<file path="config.mk">
export PLATFORM = sky130hd
export DESIGN_NAME = date_loader
export DESIGN_NICKNAME = d
export VERILOG_FILES = /design/src/rtl/date_loader.sv
export SDC_FILE = /design/constraint.sdc
export NUM_CORES = 1
export LEC_CHECK = 0
export ABC_AREA = 1
export BUFFER_PORTS_ARGS = -buffer_cell sky130_fd_sc_hd__buf_2
export CELL_PAD_IN_SITES_DETAIL_PLACEMENT = 2
export CELL_PAD_IN_SITES_GLOBAL_PLACEMENT = 2
export CORE_UTILIZATION = 33
export DETAILED_ROUTE_END_ITERATION = 6
export PLACE_DENSITY = 0.83
export SLEW_MARGIN = 30
export SYNTH_ARGS = -nofsm -noshare
export SYNTH_HDL_FRONTEND = slang
export SYNTH_SLANG_ARGS = --single-unit
</file>
<file path="constraint.sdc">
create_clock -name clock -period 14.5 [get_ports clock]
set_clock_uncertainty 0.2 [all_clocks]
set_input_delay 2.9 -clock clock [delete_from_list [all_inputs] [get_ports clock]]
set_output_delay 2.9 -clock clock [all_outputs]
set_load 0.03 [all_outputs]
</file>
<file path="src/rtl/date_loader.sv">
// date_loader: steps a calendar date counter through its up/set edit port until
// its packed date_count equals a latched target date.
//   clock, reset          : system clock, synchronous active-high reset
//   start                 : one-cycle load request, honoured only when idle
//   target_year/month/day : requested date (binary year, month 1..12, day 1..31)
//   date_count            : counter feedback {year[13:0], month[3:0], day[4:0]}
//   up                    : one-cycle increment pulses {thou, hund, tens, ones, month, day}
//   set                   : edit-mode enable to the counter, 2'b11 while loading
//   busy                  : load in progress
//   done, error           : one-cycle completion / failure pulses
module date_loader #(
    parameter int SETTLE = 2
) (
    input  logic        clock,
    input  logic        reset,
    input  logic        start,
    input  logic [13:0] target_year,
    input  logic [3:0]  target_month,
    input  logic [4:0]  target_day,
    input  logic [22:0] date_count,
    output logic [5:0]  up,
    output logic [1:0]  set,
    output logic        busy,
    output logic        done,
    output logic        error
);
    localparam int WW = SETTLE > 1 ? $clog2(SETTLE) : 1;
    localparam logic [WW-1:0] W_LOAD = WW'(SETTLE - 1);

    typedef enum logic [2:0] {
        S_IDLE, S_CHECK, S_SETUP, S_CMP, S_PULSE, S_WAIT, S_FINISH, S_ERROR
    } state_t;

    state_t        state;
    logic [13:0]   ty;
    logic [3:0]    tm;
    logic [4:0]    td;
    logic [2:0]    idx;
    logic [4:0]    pcnt;
    logic [WW-1:0] wcnt;

    logic [15:0] ty_bcd, cur_bcd;
    logic        leap, valid, match;
    logic [4:0]  last_day, cur_f, tgt_f, limit;

    // Double-dabble: four BCD digits of a binary year.
    function automatic logic [15:0] to_bcd(input logic [13:0] b);
        logic [29:0] s;
        s = {16'd0, b};
        for (int i = 0; i < 14; i++) begin
            for (int d = 0; d < 4; d++)
                if (s[14 + 4*d +: 4] > 4'd4) s[14 + 4*d +: 4] = s[14 + 4*d +: 4] + 4'd3;
            s = s << 1;
        end
        return s[29:14];
    endfunction

    always_comb begin
        ty_bcd   = to_bcd(ty);
        cur_bcd  = to_bcd(date_count[22:9]);
        leap     = (ty[1:0] == 2'd0 && (ty % 14'd100) != 14'd0) || (ty % 14'd400) == 14'd0;
        last_day = tm == 4'd2 ? (leap ? 5'd29 : 5'd28) :
                   (tm == 4'd4 || tm == 4'd6 || tm == 4'd9 || tm == 4'd11) ? 5'd30 : 5'd31;
        valid    = tm >= 4'd1 && tm <= 4'd12 && td >= 5'd1 && td <= last_day && ty <= 14'd9999;
        // Field order: thousands, hundreds, tens, ones, month, day.
        cur_f    = idx == 3'd0 ? {1'b0, cur_bcd[15:12]} :
                   idx == 3'd1 ? {1'b0, cur_bcd[11:8]}  :
                   idx == 3'd2 ? {1'b0, cur_bcd[7:4]}   :
                   idx == 3'd3 ? {1'b0, cur_bcd[3:0]}   :
                   idx == 3'd4 ? {1'b0, date_count[8:5]} : date_count[4:0];
        tgt_f    = idx == 3'd0 ? {1'b0, ty_bcd[15:12]} :
                   idx == 3'd1 ? {1'b0, ty_bcd[11:8]}  :
                   idx == 3'd2 ? {1'b0, ty_bcd[7:4]}   :
                   idx == 3'd3 ? {1'b0, ty_bcd[3:0]}   :
                   idx == 3'd4 ? {1'b0, tm} : td;
        limit    = idx < 3'd4 ? 5'd10 : idx == 3'd4 ? 5'd12 : 5'd31;
        match    = cur_f == tgt_f;
    end

    always_ff @(posedge clock) begin
        if (reset) begin
            state <= S_IDLE;
            ty    <= '0;
            tm    <= '0;
            td    <= '0;
            idx   <= '0;
            pcnt  <= '0;
            wcnt  <= '0;
            up    <= '0;
            set   <= '0;
            busy  <= 1'b0;
            done  <= 1'b0;
            error <= 1'b0;
        end else begin
            up    <= '0;
            done  <= 1'b0;
            error <= 1'b0;
            case (state)
                S_IDLE: if (start) begin
                    ty    <= target_year;
                    tm    <= target_month;
                    td    <= target_day;
                    busy  <= 1'b1;
                    state <= S_CHECK;
                end
                S_CHECK: if (valid) begin
                    set   <= 2'b11;
                    wcnt  <= W_LOAD;
                    state <= S_SETUP;
                end else begin
                    error <= 1'b1;
                    busy  <= 1'b0;
                    state <= S_ERROR;
                end
                S_SETUP: if (wcnt == '0) begin
                    idx   <= '0;
                    pcnt  <= '0;
                    state <= S_CMP;
                end else wcnt <= wcnt - 1'b1;
                S_CMP: if (match) begin
                    idx  <= idx + 1'b1;
                    pcnt <= '0;
                    if (idx == 3'd5) begin
                        done  <= 1'b1;
                        busy  <= 1'b0;
                        set   <= '0;
                        state <= S_FINISH;
                    end
                end else if (pcnt == limit) begin
                    error <= 1'b1;
                    busy  <= 1'b0;
                    set   <= '0;
                    state <= S_ERROR;
                end else begin
                    // Field 0 (thousands) maps to up[5], field 5 (day) to up[0].
                    up    <= 6'b100000 >> idx;
                    state <= S_PULSE;
                end
                S_PULSE: begin
                    pcnt  <= pcnt + 1'b1;
                    wcnt  <= W_LOAD;
                    state <= S_WAIT;
                end
                S_WAIT: if (wcnt == '0) state <= S_CMP;
                        else wcnt <= wcnt - 1'b1;
                default: state <= S_IDLE;
            endcase
        end
    end
endmodule

</file>
==> out/metrics.yaml <==
drc: 0
fin_hold_ws_ps: 297
core_area_um2: 31600
syn_avg_cell_area_um2: 5.55
grt_max_degree: 47
min_path_type: "reg -> reg"
dp_hpwl_mm: 28.5
finalSetupViolations: 0
period_share_pct: 89.6
regArea_um2: 901
cts_made_buffers: 5
path_max_fanout: 8
synth_edf_count: 0
slew_violations: 0
final_area_um2: 11500
cp.arrival_ps: 12990
insertion_delay_ps: 310
netlist_instances: 1913
yosys_most_used_dff: "dfxtp_1"
critical_path.startpoint_type: "input pin"
synth_cell_type_count: 47
drt_iter0_markers: 293
antenna_left: 0
antenna_found_initial: 0
cts_hold_buf: 0
fin_tns_setup_ps: 0
cts_tree: "built"
synthesis.area_um2: 10600
initial_core_util_pct: 33.5
post-cts-setup-buffers: 0
fill_cells: 4168
drt_wl_total_mm: 33.5
fp-row-count: 65
dr.pass1.iters: 4
status: "completed"
grt_pass1_vias: 12974
fmax_mhz: 77.0
grt.overflow.total: 0
grt_use_total_pct: 20.5
clk_pin_slew_ps: 70
ys_warn_count: 0
period_needed_ps: 12990
drt-vias-per-instance: 5.07
place_area_um2: 11400
syn-num-nets: 2084
fp.dieH_um: 181
maxCapViolCount: 0
async_flop_share_pct: 0
multi_input_area_um2: 8420
final_common_cell: "nand2_1"
port_buffers: 59
vias: 12025
dieArea_um2: 32900
ys_ff_latch: 45
nNetsFinal: 2138
final_cell_mix: "664 x nand2_1, 298 x inv_1, 211 x nand3_1, 122 x ha_1, 106 x nor2_1"
syn_to_final_growth_pct: 8.70
diodes: 0
worstMarginPinSlew_ps: 897
critPathSlowestCell: "ha_1"
grt_first_pass_wirelength_mm: 58.3
relSlewSlack_pct: 39.8
routabilityCongestion: 0.779
wl_per_cell_um: 14.1
path_common_cell: "nand2_1"
worstSetupPathType: "in -> reg"
place_inst: 2362
max_stage_delay_ps: 240
hold_violations: 0
ys_seq_area_share_pct: 8.49
rsz0062_at_grt: "no"
cp-end-kind: "register"
drive_above_1_share_pct: 13.1
htreeDepth: 2
cts_resized: 0
root_buffer: "clkbuf_16"
io_pins: 60
stdcell_count: 2370
required_ps: 14500
die_x_um: 181
clock_sinks: 45
clock_path_buffers: 2
## metrics by stage
stage | utilization [%] | setup slack, ps
after floorplan | - | 2970
after global placement | 35.9 | 2070
after detailed placement | 35.9 | 1150
after CTS | 36.5 | 1370
after global routing | 36.5 | 354
final | 36.5 | 1510
## routing by layer
layer,track usage (%),vias up,part of all wire [%]
li1,-,6174,-
met1,23.6,5769,45
met5,0,-,0
met4,2.44,0,0.70
met3,1.71,19,1.2
met2,41.4,63,53
## area by class of cell
class                      instances  share of cell area [%]
multi-input combinational       1527                    73.0
inverter                         328                    10.7
sequential                        45                    7.81
tap                              402                    4.36
timing repair buffer              60                    2.63
clock buffer                       5                    1.08
clock inverter                     3                   0.434
## flip-flops by register name, indices dropped and copies added, names as in the netlist
| name | count |
|---|---|
| pcnt | 5 |
| state | 3 |
| error | 1 |
| busy | 1 |
| td | 5 |
| wcnt | 1 |
| tm | 4 |
| idx | 3 |
| done | 1 |
| ty | 14 |
| up | 6 |
| set | 1 |
## synthesized netlist by cell type (2+ instances only)
cell / count / area share (%)
o21ai_1: 18 / 0.85
nand2_1: 664 / 23
nand4_2: 3 / 0.35
clkbuf_1: 10 / 0.35
a21boi_0: 2 / 0.14
nand2_2: 79 / 4.7
clkinv_1: 2 / 0.071
nand3_4: 3 / 0.50
nor2_4: 5 / 0.53
inv_4: 2 / 0.12
nand3_1: 211 / 10
nor3_1: 3 / 0.14
buf_4: 2 / 0.14
nor2_2: 6 / 0.35
dfxtp_1: 45 / 8.5
inv_2: 26 / 0.92
nor2_1: 106 / 3.7
a31oi_1: 2 / 0.12
xor2_1: 20 / 1.7
nand3b_1: 27 / 1.9
or2_2: 5 / 0.29
nand4_4: 2 / 0.40
inv_1: 298 / 11
nand3_2: 28 / 2.6
nand4_1: 41 / 2.4
and2_1: 3 / 0.18
nand2_4: 18 / 1.9
o21bai_1: 4 / 0.28
nor4_1: 4 / 0.24
a21oi_1: 61 / 2.9
o211ai_1: 7 / 0.50
o21ai_0: 63 / 3.0
o21ai_2: 7 / 0.58
ha_1: 122 / 14
a211oi_1: 2 / 0.14
## logic make-up after synthesis
kind of cell	synth area share, %
compound gates	9.00
xor+xnor	1.89
fa+ha+maj	14.4
buf+inv	12.2
flops	8.49
simple gates	54.1
## worst max-delay path, delay by kind of cell
family | cells | cell delay (ps)
buffers and inverters | 19 | 1380
AOI/OAI and AO/OA | 3 | 490
adders and majority gates | 14 | 2890
xor gates and xnor gates | 1 | 220
and+or+nand+nor | 46 | 5110
## worst paths after layout
path / from / end / slack (ps) / cells past startpoint
max: date_count[20] / busy$_SDFFE_PP0P_ / 1510 / 83
min: td[2]$_SDFFE_PP0P_ / td[2]$_SDFFE_PP0P_ / 300 / 2
max reg2reg: ty[11]$_SDFFE_PP0P_ / busy$_SDFFE_PP0P_ / 3990 / 80
min reg2reg: td[2]$_SDFFE_PP0P_ / td[2]$_SDFFE_PP0P_ / 300 / 2
Power is left out: the tool's default activity adds up to more than one toggle a clock period on the data nets, which glitch-free logic cannot reach.
